===== config.mk =====
export PLATFORM = sky130hd
export DESIGN_NAME = pconv_feeder
export DESIGN_NICKNAME = d
export VERILOG_FILES = /design/src/rtl/nn_pkg.sv /design/src/rtl/pconv_addr_gen.sv /design/src/rtl/pconv_feeder.sv
export SDC_FILE = /design/constraint.sdc
export NUM_CORES = 1
export LEC_CHECK = 0
export ABC_AREA = 1
export CORE_AREA = 2 2 118 120
export CTS_BUF_LIST = sky130_fd_sc_hd__clkbuf_16
export CTS_CLUSTER_SIZE = 28
export DETAILED_ROUTE_END_ITERATION = 8
export DIE_AREA = 0 0 120 122
export PLACE_DENSITY = 0.6
export SLEW_MARGIN = 20
export SYNTH_ARGS = -nofsm -noshare
export SYNTH_HDL_FRONTEND = slang
export SYNTH_SLANG_ARGS = --single-unit

===== constraint.sdc =====
create_clock -name clk_i -period 1.2 [get_ports clk_i]
set_input_delay 0.12 -clock clk_i [delete_from_list [all_inputs] [get_ports clk_i]]
set_output_delay 0.12 -clock clk_i [all_outputs]
set_load 0.05 [all_outputs]

===== src/rtl/nn_pkg.sv =====
// Shared definitions for the neural-net datapath blocks: sequencer state encoding and the
// field layout of packed weight-ROM words {shift, bias, weights}.
package nn_pkg;

    typedef enum logic [1:0] {StIdle, StRun, StDrain, StDone} feeder_state_e;

    localparam int unsigned BIAS_W  = 32;
    localparam int unsigned SHIFT_W = 5;
    localparam int unsigned WT_LSB  = 0;

    function automatic int unsigned bias_lsb(input int unsigned ic, input int unsigned n);
        return ic * n;
    endfunction

    function automatic int unsigned shift_lsb(input int unsigned ic, input int unsigned n);
        return ic * n + BIAS_W;
    endfunction

endpackage


===== src/rtl/pconv_addr_gen.sv =====
// Nested output-channel / pixel counters for the pointwise-conv feeder; pixel is the inner
// loop, and last_o flags the final (oc, pix) pair of a pass.
module pconv_addr_gen #(
    parameter int unsigned OUTPUT_CHANNEL = 8,
    parameter int unsigned PIXELS         = 784,
    parameter int unsigned PA_W           = 10,
    parameter int unsigned OA_W           = 3
) (
    input  logic            clk_i,
    input  logic            rst_n,
    input  logic            ce_i,
    input  logic            adv_i,
    output logic [PA_W-1:0] pix_o,
    output logic [OA_W-1:0] oc_o,
    output logic            last_o
);

    localparam logic [PA_W-1:0] PixLast = PA_W'(PIXELS - 1);
    localparam logic [OA_W-1:0] OcLast  = OA_W'(OUTPUT_CHANNEL - 1);

    logic [PA_W-1:0] pix_q;
    logic [OA_W-1:0] oc_q;

    always_ff @(posedge clk_i) begin
        if (!rst_n) begin
            pix_q <= '0;
            oc_q  <= '0;
        end else if (ce_i && adv_i) begin
            if (pix_q == PixLast) begin
                pix_q <= '0;
                oc_q  <= (oc_q == OcLast) ? '0 : oc_q + 1'b1;
            end else begin
                pix_q <= pix_q + 1'b1;
            end
        end
    end

    assign pix_o  = pix_q;
    assign oc_o   = oc_q;
    assign last_o = (pix_q == PixLast) && (oc_q == OcLast);

endmodule


===== src/rtl/pconv_feeder.sv =====
// Sequencer feeding pconv_unit: walks every (oc, pix) pair, issues feature-RAM and weight-ROM
// reads, and presents one beat per enabled cycle one stage behind the reads.
module pconv_feeder
    import nn_pkg::*;
#(
    parameter int unsigned N              = 16,
    parameter int unsigned INPUT_CHANNEL  = 3,
    parameter int unsigned OUTPUT_CHANNEL = 8,
    parameter int unsigned PIXELS         = 784,
    parameter int unsigned PA_W           = 10,
    parameter int unsigned OA_W           = 3
) (
    input  logic                          clk_i,
    input  logic                          rst_n,
    input  logic                          ce_i,
    input  logic                          start_i,
    output logic                          busy_o,
    output logic                          done_o,
    output logic                          fm_rd_en_o,
    output logic [PA_W-1:0]               fm_rd_addr_o,
    input  logic [INPUT_CHANNEL*N-1:0]    fm_rd_data_i,
    output logic                          wt_rd_en_o,
    output logic [OA_W-1:0]               wt_rd_addr_o,
    input  logic [INPUT_CHANNEL*N+36:0]   wt_rd_data_i,
    output logic                          input_vld_o,
    output logic [INPUT_CHANNEL*N-1:0]    input_din_o,
    output logic [INPUT_CHANNEL*N-1:0]    weight_din_o,
    output logic [BIAS_W-1:0]             bias_dout_o,
    output logic [SHIFT_W-1:0]            shift_dout_o,
    output logic [OA_W-1:0]               oc_idx_o,
    output logic [PA_W-1:0]               pix_idx_o
);

    localparam int unsigned DataW    = INPUT_CHANNEL * N;
    localparam int unsigned BiasLsb  = bias_lsb(INPUT_CHANNEL, N);
    localparam int unsigned ShiftLsb = shift_lsb(INPUT_CHANNEL, N);

    feeder_state_e   state_q;
    logic            busy_q, done_q, vld_q;
    logic [OA_W-1:0] oc_idx_q;
    logic [PA_W-1:0] pix_idx_q;
    logic [PA_W-1:0] pix;
    logic [OA_W-1:0] oc;
    logic            last, run, issue;

    assign run   = (state_q == StRun);
    assign issue = run && ce_i;

    pconv_addr_gen #(
        .OUTPUT_CHANNEL(OUTPUT_CHANNEL),
        .PIXELS        (PIXELS),
        .PA_W          (PA_W),
        .OA_W          (OA_W)
    ) u_addr_gen (
        .clk_i (clk_i),
        .rst_n (rst_n),
        .ce_i  (ce_i),
        .adv_i (run),
        .pix_o (pix),
        .oc_o  (oc),
        .last_o(last)
    );

    // DONE always returns to IDLE so the done pulse is exactly one cycle wide.
    always_ff @(posedge clk_i) begin
        if (!rst_n) begin
            state_q <= StIdle;
            busy_q  <= 1'b0;
            done_q  <= 1'b0;
        end else if (state_q == StDone) begin
            state_q <= StIdle;
            done_q  <= 1'b0;
        end else if (ce_i) begin
            case (state_q)
                StIdle: if (start_i) begin
                    state_q <= StRun;
                    busy_q  <= 1'b1;
                end
                StRun: if (last) state_q <= StDrain;
                StDrain: begin
                    state_q <= StDone;
                    busy_q  <= 1'b0;
                    done_q  <= 1'b1;
                end
                default: state_q <= StIdle;
            endcase
        end
    end

    // The memories' output registers are the data half of the beat stage; here we only carry
    // the valid flag and the (oc, pix) tag alongside them.
    always_ff @(posedge clk_i) begin
        if (!rst_n) begin
            vld_q     <= 1'b0;
            oc_idx_q  <= '0;
            pix_idx_q <= '0;
        end else if (ce_i) begin
            vld_q <= run;
            if (run) begin
                oc_idx_q  <= oc;
                pix_idx_q <= pix;
            end
        end
    end

    assign busy_o       = busy_q;
    assign done_o       = done_q;
    assign fm_rd_en_o   = issue;
    assign fm_rd_addr_o = pix;
    assign wt_rd_en_o   = issue && (pix == '0);
    assign wt_rd_addr_o = oc;

    assign input_vld_o  = vld_q && ce_i;
    assign input_din_o  = vld_q ? fm_rd_data_i : '0;
    assign weight_din_o = vld_q ? wt_rd_data_i[WT_LSB +: DataW] : '0;
    assign bias_dout_o  = vld_q ? wt_rd_data_i[BiasLsb +: BIAS_W] : '0;
    assign shift_dout_o = vld_q ? wt_rd_data_i[ShiftLsb +: SHIFT_W] : '0;
    assign oc_idx_o     = oc_idx_q;
    assign pix_idx_o    = pix_idx_q;

endmodule


* Yosys cells after proc, flatten, opt, wreduce, memory -nomap -nowiden
Cells that the tools add are included.
** Storage, ports and cells
- Register bits after elaboration :: 31
- Bits of input ports :: 137
- Output and inout port bits :: 164
- Logic and storage cells :: 43
** Operators by class
- Add/sub/neg operators :: 2
- Equality and inequality tests :: 7
- Multiplexer cells :: 11
- Bitwise logic cells :: 2
- Reduce and logical (&&, ||, !) cells :: 13
** Operators with widths (number)
- 48-bit 2-to-1 mux :: 2
- 32-bit 2-to-1 mux :: 1
- 10-bit by 1-bit adder with 10-bit output (second input constant) :: 1
- 10-bit equality test (second input constant) :: 1
- 10-bit zero test :: 1
- 10-bit 2-to-1 mux :: 1
- 2-bit case mux with 3 select lines :: 1
- 2-bit AND reduction :: 3
- 5-bit 2-to-1 mux :: 1
- 2-bit equality test (second input constant) :: 2
- 1-bit logical AND :: 4
- 2-bit 2-to-1 mux :: 2
- 2-bit inequality test (second input constant) :: 2
- 4-bit AND reduction :: 1
- 3-bit by 1-bit adder with 3-bit output (second input constant) :: 1
- 3-bit equality test (second input constant) :: 1
- 3-bit 2-to-1 mux :: 1
- 3-bit AND reduction :: 1
- 2-bit by 1-bit equality test with 1-bit output (second input constant) :: 1
- 2-bit zero test :: 1
- 1-bit inverter :: 2
- 1-bit case mux with 2 select lines :: 1
- 2-bit nonzero test :: 1
- 2-bit OR reduction :: 1
- 1-bit 2-to-1 mux :: 1

* Logic depth before layout (Yosys ltp)
Gate-level depths: netlist of run 1.
- Depth in word-level cells :: 4
- Gate-level depth with buffers :: 10
- Mapped depth without buffers :: 9

* Modules after synthesis
A second synthesis of run 1 with hierarchy kept.
** Unflattened totals
- Cells, all modules :: 480
- Area, all modules :: 2600.0 um^2
** By module, submodules not included
- pconv_feeder :: instances 1, cells an instance 387, area each 1909.3 um^2, sequential area each 360.3 um^2
- pconv_addr_gen :: instances 1, cells an instance 93, area each 690.7 um^2, sequential area each 260.2 um^2

* Worst setup path before layout of run 1
Ideal clock, no wire load.
- Path kind :: register to output
- Start point :: register state_q[1]
- End point :: output wt_rd_en_o
- Arrival time :: 2435 ps
- Path slack :: -1355 ps
- Stages on the path, launching flop included :: 6
- Path through :: dfxtp_1 inv_1 ha_1 nand2_4 clkbuf_1 nor4_1
** Between the ends
- Longest elaborated chain between the ends :: 3
** Ends and longest elaborated chain
- start: declaration :: RTL line pconv_feeder.sv:38 : feeder_state_e state_q;
- start signal: assignment :: RTL line pconv_feeder.sv:67 : state_q <= StIdle;
- start signal: assignment :: RTL line pconv_feeder.sv:71 : state_q <= StIdle;
- start signal: assignment :: RTL line pconv_feeder.sv:76 : state_q <= StRun;
- 2-bit by 1-bit equality test with 1-bit output :: RTL line pconv_feeder.sv:46 : assign run = (state_q == StRun);
- named net run :: RTL line pconv_feeder.sv:44 : logic last, run, issue;
- 1-bit logical AND :: RTL line pconv_feeder.sv:47 : assign issue = run && ce_i;
- 1-bit logical AND :: RTL line pconv_feeder.sv:110 : assign wt_rd_en_o = issue && (pix == '0);
- end: declaration :: RTL line pconv_feeder.sv:22 : output logic wt_rd_en_o,
The timed path passes the listed nets, and every way through them passes these cells.

* Worst setup path in the final report of run 1
- Start point :: register u_addr_gen.pix_q[0], in the netlist u_addr_gen.pix_o[0]
- End point :: output wt_rd_en_o
** Between the ends
- Longest elaborated chain between the ends :: 2
** Ends and longest elaborated chain
- start: declaration :: RTL line pconv_addr_gen.sv:21 : logic [PA_W-1:0] pix_q;
- start signal: assignment :: RTL line pconv_addr_gen.sv:33 : pix_q <= pix_q + 1'b1;
- 10-bit zero test :: RTL line pconv_feeder.sv:110
- 1-bit logical AND :: RTL line pconv_feeder.sv:110
No other way between the ends.

==> reports/results.md, run 1 <==
* **total via count in the routed design** 4356
* **Max-Slew Margin vs Limit** 79.9%
* **number of violations reported at the end of detailed-routing iteration 0** 136
* **clock-pin slew on the worst setup and hold paths** 0.05 ns
* **antenna violation net count after detailed routing** 0
* **Worst Slack Setup Final** -0.463 ns
* **Die Height** 122 um
* **net count after synthesis** 608
* **Cells on Worst Hold Path** 2
* **Tightest Pin Transition** 0.300 ns
* **number of cells produced by synthesis** 463
* **H-tree levels** 2
* **final critical path time including I/O delays and setup** 1.66 ns
* **critical path arrival** 1.54 ns
* **post-synthesis sequential area ratio** 24.9%
* **Final TNS setup** -41.06 ns
* **Syn Std Cell Area** 2490 um^2
* **number of pins with negative max-slew slack in the final report** 0
* **Post-DP Area** 8220 um^2
* **maximum buffer depth of the clock tree** 2
* **worst reg2reg path startpoint** u_addr_gen.pix_o[1]
* **clock tree from TritonCTS** done
* **count of TritonRoute iterations in the first routing pass** 4
* **share of synthesized area spent on multiplexers** 0%
* **startpoint types** flip-flop
* **full die area** 14600 um^2
* **Die Wd** 120 um
* **number of distinct library cells after synthesis** 23
* **area inside the core boundary** 13500 um^2
* **final routed wire length divided by cell count** 19.5 um
* **Critical Path End Type** primary output
* **final total power** 6.17 mW
* **ratio of final minimum period to clock period** 139%
* **number of sinks on the clock net** 31
* **DR DRC count** 0
* **required time at the worst-slack endpoint** 1.08 ns
* **Clock Skew** 0.00609 ns
* **worst-case hold slack** 0.492 ns
* **result of the run** finished with violations
* **endpoints failing setup** 166
* **hold violation total from the final report** 0
* **Warnings, synthesis** 0
* **reg-to-reg slack, setup** -0.27 ns
* **ratio of total power to cell area** 593 nW/um^2
* **crit path kind** flip-flop to primary output
* **Simple-Gate Fraction of Synth Area** 35.5%
* **Max Cap Violations** 0
* **Max Clk Rate** 0.601 GHz
* **first-pass GRT wire length** 28200 um
* **total routing usage reported by global routing** 25.2%
* **standby leakage power** 4.37 nW
* **number of ports placed on the die boundary** 301
* **total grt overflow** 0
* **largest fanout on the critical path** 2
* **RSZ-0062 raised after global routing** yes
* **via count of the first global-routing pass** 4713
* **combinational family with the most area after synthesis** simple AND/OR/NAND/NOR gates
* **average vias per placed instance** 4.28
* **Cell Rows** 43
* **dpl hpwl** 12500 um
* **violations in the final reports** negative setup slack
* **reg2reg end** u_addr_gen.oc_o[1]
* **source of the worst hold timing path** busy_o
* **fraction of layout cells with a size suffix above 1** 70.9%
* **final weighted congestion in routability-driven placement** 0.875
* **area share of fa/ha/maj cells after synthesis** 4.02%
* **quantity of I/O buffers inserted on ports** 300
* **initial antenna violation count** 1
* **Root Buffer** clkbuf_16
* **Worst Hold Path EP** busy_o
* **final design instance area without fill** 10400 um^2
* **syn_area_per_cell** 5.38 um^2
* **post-place setup slack** -0.320 ns
* **starting utilization of the core area** 18.4%
* **Worst R2R Path Depth** 10
* **post-synthesis share of cell area spent on xor and xnor gates** 1.76%
* **peak ir drop on the vdd network** 0.727 mV
* **total CTS buffers** 5
* **area growth from synthesis to layout** 318%
* **wirelength, routed** 19800 um
* **class of the most critical hold timing path** flip-flop to flip-flop
* **total number of nets in the final design** 980
* **pin count of the biggest net entering global routing** 15
* **register bit total from synthesis** 31
* **share of the synthesized area in compound gates (AO/OA/AOI/OAI)** 6.83%
* **Skew-Pair Late Insertion Delay** 0.28 ns
## sequential cells by signal, summed over array words and instances, names as in the netlist
| signal | flops |
|---|---|
| pix_idx_o | 10 |
| oc_idx_o | 3 |
| state_q | 2 |
| u_addr_gen.pix_o | 10 |
| busy_o | 1 |
| u_addr_gen.oc_o | 3 |
| done_o | 1 |
| vld_q | 1 |
## report_power, final
part           leakage, nW  internal (mW)  switching (mW)
Clock               0.0649          0.752           0.447
Combinational         4.05           1.89            1.92
Sequential           0.261           1.09          0.0775
Total                 4.37           3.73            2.44
## routing by layer
layer / vias up / wire [um] / track usage [%]
met4: 0 / 623 / 8.24
met3: 45 / 1440 / 7.91
met2: 183 / 11100 / 48.9
met1: 2083 / 6620 / 25.4
met5: - / 0 / 0
li1: 2045 / - / -
## worst max path at each step
stage                           to  slack [ns]  cells past startpoint                 from
2_1_floorplan           wt_rd_en_o       -0.30                      4  u_addr_gen.pix_o[0]
3_3_place_gp            wt_rd_en_o       -0.29                      5                 ce_i
3_5_place_dp   u_addr_gen.pix_o[7]       -0.32                      8                 ce_i
4_1_cts                 wt_rd_en_o       -0.44                      5  u_addr_gen.pix_o[0]
5_1_grt                 wt_rd_en_o       -0.48                      5  u_addr_gen.pix_o[0]
6_report                wt_rd_en_o       -0.46                      5  u_addr_gen.pix_o[0]
## critical path: stages (launching register included)
cell and delay [ns]:
dfxtp_4 0.35, inv_4 0.06, ha_4 0.12, nand4_1 0.15
nor4_4 0.40, buf_12 0.18
## cells by family after synthesis
logic type / count (synthesis)
AOI/OAI and AO/OA: 34
xor gates and xnor gates: 5
DFF: 31
adders and majority gates: 8
buffers and inverters: 174
and+or+nand+nor: 211
## metrics by stage
step | utilization, % | std cells
after detailed placement | 60.8 | 963
after global placement | 60.8 | 963
after floorplan | - | 463
final | 77.1 | 1018
after global routing | 77.1 | 1017
after CTS | 74.8 | 1010
## synth_stat cells (all sizes together)
master | instances | share of area [%]
a21oi | 19 | 3.8
buf | 9 | 2.1
clkbuf | 12 | 1.8
dfxtp | 31 | 25
ha | 8 | 4.0
inv | 153 | 23
nand2 | 158 | 25
nand3 | 7 | 1.8
nand3b | 3 | 0.90
nand4 | 1 | 0.25
nor2 | 36 | 6.5
nor3 | 4 | 0.80
nor4 | 1 | 0.25
o21ai | 15 | 3.0
or2 | 1 | 0.25
xor2 | 5 | 1.8
## what timing repair did
| action | CTS | global route |
|---|---|---|
| setup buffers | 22 | 13 |
| setup endpoints to repair | 159 | 166 |
| hold buffers | 0 | 0 |
| pin swaps | 6 | 11 |
| gates cloned | 18 | 1 |
| gates resized for setup | 297 | 88 |
## layout by cell type, fill, tap and decap left out, types with 7 or more instances in the layout
cell type	instances
nor2_1	20
dfxtp_2	10
a21oi_1	16
dfxtp_1	15
inv_1	10
buf_16	14
inv_2	8
nand2_4	127
o21ai_2	8
nand2_2	8
clkinvlp_4	131
buf_4	36
buf_6	16
nand2_1	18
nor2_2	7
buf_12	177
clkdlybuf4s50_1	136
nor2_4	9
## area by class of cell
class | count | area (um^2)
diodes | 2 | 5.00
clock buffers | 5 | 125
clock inverters | 3 | 15.0
fillers | 793 | 3090
inverters | 153 | 1080
multi-input cells | 258 | 2440
flip-flops and latches | 31 | 656
well taps | 180 | 225
repair buffers | 386 | 5860
(Power assumes the default switching activity.)
==> run 2, diff against run 1 <==
--- a/config.mk
+++ b/config.mk
@@ -12,6 +12,7 @@
 export DETAILED_ROUTE_END_ITERATION = 8
 export DIE_AREA = 0 0 120 122
 export PLACE_DENSITY = 0.6
+export SETUP_SLACK_MARGIN = 0.15
 export SLEW_MARGIN = 20
 export SYNTH_ARGS = -nofsm -noshare
 export SYNTH_HDL_FRONTEND = slang
==> run 2 against run 1 <==
Net effect:
- the flow still finishes with violations (negative setup slack)
- sequential share of layout area is 0.36 points lower
- flip-flop and latch count stayed put
- core utilization is 4.3 points higher
- design area is 5.6% higher
- maximum frequency is 2.3% higher
- clock power hardly changed
- via count is 3.2% higher
- critical path type unchanged
- critical endpoint unchanged
- largest cell class unchanged
- highest routed layer unchanged
==> reports/results.md, run 2 (same netlist as run 1, synthesis figures left out) <==
* **clock-pin slew on the worst setup and hold paths** 0.05 ns
* **dpl hpwl** 13500 um
* **cell chain of the critical path** inv_4 -> ha_4 -> nand4_1 -> nor4_4 -> buf_12
* **cell internal pwr** 3.94 mW
* **area inside the core boundary** 13500 um^2
* **peak ir drop on the vdd network** 1.22 mV
* **final weighted congestion in routability-driven placement** 0.901
* **H-tree levels** 2
* **number of ports placed on the die boundary** 301
* **Clock Power Share** 18.8%
* **clock tree from TritonCTS** done
* **average vias per placed instance** 4.29
* **standby leakage power** 4.65 nW
* **final routed wire length divided by cell count** 18.9 um
* **post-place setup slack** -0.358 ns
* **cell type of the slowest stage on the worst timing path** dfxtp_4
* **Skew-Pair Late Insertion Delay** 0.29 ns
* **Tightest Pin Transition** 0.352 ns
* **CP peak stage delay** 0.36 ns
* **largest fanout on the critical path** 3
* **combinational share of power** 63.3%
* **initial antenna violation count** 2
* **wirelength, routed** 19800 um
* **total routing usage reported by global routing** 24.5%
* **crit-path leading delay family** simple AND/OR/NAND/NOR gates
* **Die Height** 122 um
* **count of TritonRoute iterations in the first routing pass** 4
* **hold violation total from the final report** 0
* **violations in the final reports** negative setup slack
* **Die Wd** 120 um
* **required time at the worst-slack endpoint** 1.08 ns
* **maximum buffer depth of the clock tree** 2
* **Max Cap Violations** 0
* **pin count of the biggest net entering global routing** 14
* **number of sinks on the clock net** 31
* **worst-case hold slack** 0.524 ns
* **sum of buffers and inverters on the critical path** 2
* **critical path arrival** 1.51 ns
* **reg-to-reg slack, setup** -0.38 ns
* **Critical Path End Type** primary output
* **total grt overflow** 0
* **total number of nets in the final design** 1009
* **RSZ-0062 raised after global routing** yes
* **Root Buffer** clkbuf_16
* **crit path kind** flip-flop to primary output
* **Max Clk Rate** 0.615 GHz
* **endpoints failing setup** 166
* **startpoint types** flip-flop
* **final design instance area without fill** 11000 um^2
* **quantity of I/O buffers inserted on ports** 300
* **ratio of total power to cell area** 593 nW/um^2
* **fraction of layout cells with a size suffix above 1** 74.1%
* **total CTS buffers** 5
* **Clock Skew** 0.00323 ns
* **number of violations reported at the end of detailed-routing iteration 0** 140
* **Post-DP Area** 8940 um^2
* **starting utilization of the core area** 18.4%
* **leading cell type in the layout, fill and taps excluded** buf_12
* **via count of the first global-routing pass** 4551
* **part of the power in registers** 17.9%
* **result of the run** finished with violations
* **ratio of final minimum period to clock period** 135%
* **Max-Slew Margin vs Limit** 76.4%
* **first-pass GRT wire length** 27400 um
* **switching power as a share of total power** 39.5%
* **total of fill cells in the finished design** 751
* **Worst Slack Setup Final** -0.426 ns
* **Cell Rows** 43
* **final critical path time including I/O delays and setup** 1.63 ns
* **total via count in the routed design** 4495
* **switching power** 2.58 mW
* **full die area** 14600 um^2
* **area growth from synthesis to layout** 342%
* **most used cells in the layout excluding fill and tap cells** 183 x buf_12, 137 x nand2_4, 136 x clkdlybuf4s50_1
* **antenna violation net count after detailed routing** 0
* **DR DRC count** 0
* **number of pins with negative max-slew slack in the final report** 0
* **class of the most critical hold timing path** flip-flop to flip-flop
## run 2: area by class of cell
class	instances	area, um^2	area share [%]
Clock buffer	5	125	1.14
Inverter	153	1100	10.0
Timing Repair Buffer	415	6290	57.2
Multi-Input combinational cell	258	2580	23.4
Clock inverter	3	12.5	0.114
Sequential cell	31	653	5.94
Tap cell	180	225	2.05
Antenna cell	2	5.00	0.0455
## run 2: metal layers
| metal | vias up | wire length (um) | GRT usage [%] | part of all wire, % |
|---|---|---|---|---|
| met2 | 184 | 11200 | 48.6 | 57 |
| met4 | 0 | 650 | 7.79 | 3.3 |
| met3 | 47 | 1390 | 6.74 | 7.0 |
| met1 | 2159 | 6520 | 24.6 | 33 |
| li1 | 2105 | - | - | - |
| met5 | - | 0 | 0 | 0 |
## run 2: worst min-delay path: stages, from the launching register on
cell and delay [ns]:
dfxtp_1 0.33, nor2_1 0.10, nor2_1 0.05
## run 2: worst paths after layout
kind,from,to,depth (start not counted)
max,u_addr_gen.pix_o[0],wt_rd_en_o,5
min,pix_idx_o[6],pix_idx_o[6],2
max reg2reg,state_q[1],u_addr_gen.pix_o[9],9
min reg2reg,pix_idx_o[6],pix_idx_o[6],2
## run 2: metrics by stage
| stage | power, mW | setup TNS [ns] | util [%] | std cells |
|---|---|---|---|---|
| finish | 6.52 | -48.37 | 81.4 | 1047 |
| global route | 6.74 | -53.39 | 81.4 | 1047 |
| CTS | 6.19 | -43.33 | 76.9 | 1023 |
| detailed placement | 4.37 | -8.22 | 66.2 | 970 |
| global placement | 4.32 | -7.33 | 66.2 | 970 |
| floorplan | 2.67 | -1.98 | - | 463 |
## run 2: repair_timing
item,in CTS,in global routing
setup buffers,32,19
hold buffers,0,0
cloned,13,3
endpoints found under the setup margin,168,170
pin swaps,22,29
resized for setup,161,84
## run 2: power by group through the flow
stage	sequential [mW]	combinational (mW)	clock, mW
finish	1.17	4.13	1.22
floorplan	1.31	1.36	0
detailed placement	1.18	3.19	0
global placement	1.18	3.14	0
global route	1.17	4.27	1.29
CTS	1.16	3.82	1.21
==> run 3, diff against run 2 <==
--- a/config.mk
+++ b/config.mk
@@ -6,12 +6,14 @@
 export NUM_CORES = 1
 export LEC_CHECK = 0
 export ABC_AREA = 1
-export CORE_AREA = 2 2 118 120
+export CELL_PAD_IN_SITES_DETAIL_PLACEMENT = 0
+export CELL_PAD_IN_SITES_GLOBAL_PLACEMENT = 2
+export CORE_MARGIN = 2
+export CORE_UTILIZATION = 10
 export CTS_BUF_LIST = sky130_fd_sc_hd__clkbuf_16
 export CTS_CLUSTER_SIZE = 28
 export DETAILED_ROUTE_END_ITERATION = 8
-export DIE_AREA = 0 0 120 122
-export PLACE_DENSITY = 0.6
+export PLACE_DENSITY = 0.78
 export SETUP_SLACK_MARGIN = 0.15
 export SLEW_MARGIN = 20
 export SYNTH_ARGS = -nofsm -noshare
==> run 3 against run 2 <==
Net effect:
- the run still ends with negative setup slack left
- flip-flop and latch count is the same
- first-iteration DRC count shrank 31%
- cell count grew 12%
- non-clock buffer count shrank 13
- critical path type unchanged
- critical endpoint unchanged
- highest routed layer unchanged
==> reports/results.md, run 3 (same netlist as run 1, synthesis figures left out) <==
* **peak ir drop on the vdd network** 0.589 mV
* **worst-case hold slack** 0.480 ns
* **Die Height** 162 um
* **fraction of layout cells with a size suffix above 1** 73.0%
* **total number of nets in the final design** 996
* **final total power** 6.54 mW
* **cell chain of the critical path** ha_4 -> nand2_8 -> buf_12 -> nor4_4 -> buf_12
* **maximum buffer depth of the clock tree** 2
* **number of pins with negative max-slew slack in the final report** 0
* **Root Buffer** clkbuf_16
* **reg2reg end** u_addr_gen.pix_o[9]
* **Clock Skew** 0.00471 ns
* **violations in the final reports** negative setup slack
* **Max-Slew Margin vs Limit** 80.3%
* **pin count of the biggest net entering global routing** 14
* **quantity of I/O buffers inserted on ports** 300
* **ratio of total power to cell area** 595 nW/um^2
* **Worst Slack Setup Final** -0.464 ns
* **Critical Path End Type** primary output
* **total CTS buffers** 5
* **Worst R2R Path Depth** 8
* **standby leakage power** 4.51 nW
* **sum of buffers and inverters on the critical path** 2
* **hold violation total from the final report** 0
* **total of fill cells in the finished design** 2215
* **endpoints failing setup** 166
* **post-place setup slack** -0.331 ns
* **cell occurring most often along the worst timing path** buf_12
* **cell type of the slowest stage on the worst timing path** dfxtp_2
* **startpoint of the most critical setup path** state_q[0]
* **number of ports placed on the die boundary** 301
* **initial antenna violation count** 0
* **startpoint types** flip-flop
* **final critical path time including I/O delays and setup** 1.66 ns
* **Die Wd** 162 um
* **number of sinks on the clock net** 31
* **via count of the first global-routing pass** 4294
* **largest fanout on the critical path** 3
* **critical path arrival** 1.54 ns
* **wirelength, routed** 16700 um
* **first-pass GRT wire length** 25300 um
* **area inside the core boundary** 24400 um^2
* **antenna violation net count after detailed routing** 0
* **Skew-Pair Late Insertion Delay** 0.28 ns
* **clock tree from TritonCTS** done
* **crit path to** wt_rd_en_o
* **count of inserted antenna diode cells** 0
* **count of TritonRoute iterations in the first routing pass** 4
* **DR DRC count** 0
* **class of the most critical hold timing path** flip-flop to flip-flop
* **result of the run** finished with violations
* **starting utilization of the core area** 10.2%
* **dpl hpwl** 13000 um
* **Max Cap Violations** 0
* **area growth from synthesis to layout** 341%
* **reg-to-reg slack, setup** -0.36 ns
* **total via count in the routed design** 4100
* **H-tree levels** 2
* **final routed wire length divided by cell count** 14.2 um
* **final weighted congestion in routability-driven placement** 0.761
* **most used cells in the layout excluding fill and tap cells** 182 x buf_12, 136 x clkdlybuf4s50_1, 134 x nand2_4, 134 x clkinvlp_4, 37 x buf_4
* **average vias per placed instance** 3.49
* **count of cell instances traversed by the critical path** 5
* **Max Clk Rate** 0.601 GHz
* **worst reg2reg path startpoint** state_q[0]
* **ratio of final minimum period to clock period** 139%
* **CP peak stage delay** 0.38 ns
* **Tightest Pin Transition** 0.293 ns
* **crit path kind** flip-flop to primary output
* **Cell Rows** 57
* **total routing usage reported by global routing** 12.4%
* **crit-path leading delay family** flip-flops
* **number of violations reported at the end of detailed-routing iteration 0** 97
* **required time at the worst-slack endpoint** 1.08 ns
* **leading cell type in the layout, fill and taps excluded** buf_12
* **clock-pin slew on the worst setup and hold paths** 0.05 ns
* **full die area** 26200 um^2
* **total grt overflow** 0
* **RSZ-0062 raised after global routing** yes
==> run 3: through the flow <==
step	util [%]	instances	TNS (ns)	area (um^2)
finish	45.1	1176	-45.63	11000
global route	45.1	1176	-53.05	11000
detailed placement	37.8	1125	-8.08	9230
CTS	44.2	1171	-45.60	10800
floorplan	-	463	-1.98	3880
global placement	37.8	1125	-7.49	9230
==> run 3: layout make-up <==
class                   count  area [um^2]  share of cell area, %
clock inverters             3         38.8                  0.353
inverters                 153         1090                   9.96
clock buffers               5          125                   1.14
multi-input cells         258         2540                   23.1
repair buffers            402         6130                   55.7
flip-flops and latches     31          658                   5.99
well taps                 324          405                   3.69
==> run 3: worst min-delay path by stage <==
| stage | from | endpoint | slack (ns) | cells past startpoint |
|---|---|---|---|---|
| 2_1_floorplan | rst_n | pix_idx_o[1] | 0.26 | 2 |
| 3_3_place_gp | busy_o | busy_o | 0.48 | 2 |
| 3_5_place_dp | busy_o | busy_o | 0.48 | 2 |
| 4_1_cts | busy_o | busy_o | 0.48 | 2 |
| 5_1_grt | busy_o | busy_o | 0.51 | 2 |
| 6_report | busy_o | busy_o | 0.48 | 2 |
==> run 3: worst reg2reg max path: cells and delay by family (launching register included) <==
kind | cells | cell delay [ns]
AOI/OAI and AO/OA | 1 | 0.13
adders and majority gates | 1 | 0.18
buffers and inverters | 2 | 0.26
and+or+nand+nor | 4 | 0.54
DFF | 1 | 0.38
==> run 3: metal layers <==
metal	GRT usage [%]	wire, um
met2	24.1	9200
met1	13.9	6150
met4	1.57	124
met3	2.86	1200
met5	0	0
==> run 3: power breakdown <==
| part | total (mW) | switching, mW | internal [mW] | leakage, nW |
|---|---|---|---|---|
| clock network | 1.44 | 0.476 | 0.967 | 0.0812 |
| registers | 1.17 | 0.0834 | 1.08 | 0.261 |
| logic | 3.93 | 1.91 | 2.02 | 4.17 |
| total | 6.54 | 2.47 | 4.07 | 4.51 |
==> run 3: repair_timing <==
| item | 4_1_cts | 5_1_grt |
|---|---|---|
| hold buffers | 0 | 0 |
| buffers inserted | 23 | 5 |
| resized for setup | 175 | 42 |
| endpoints found under the setup margin | 168 | 170 |
| pin swaps | 21 | 19 |
| cloned | 15 | 0 |
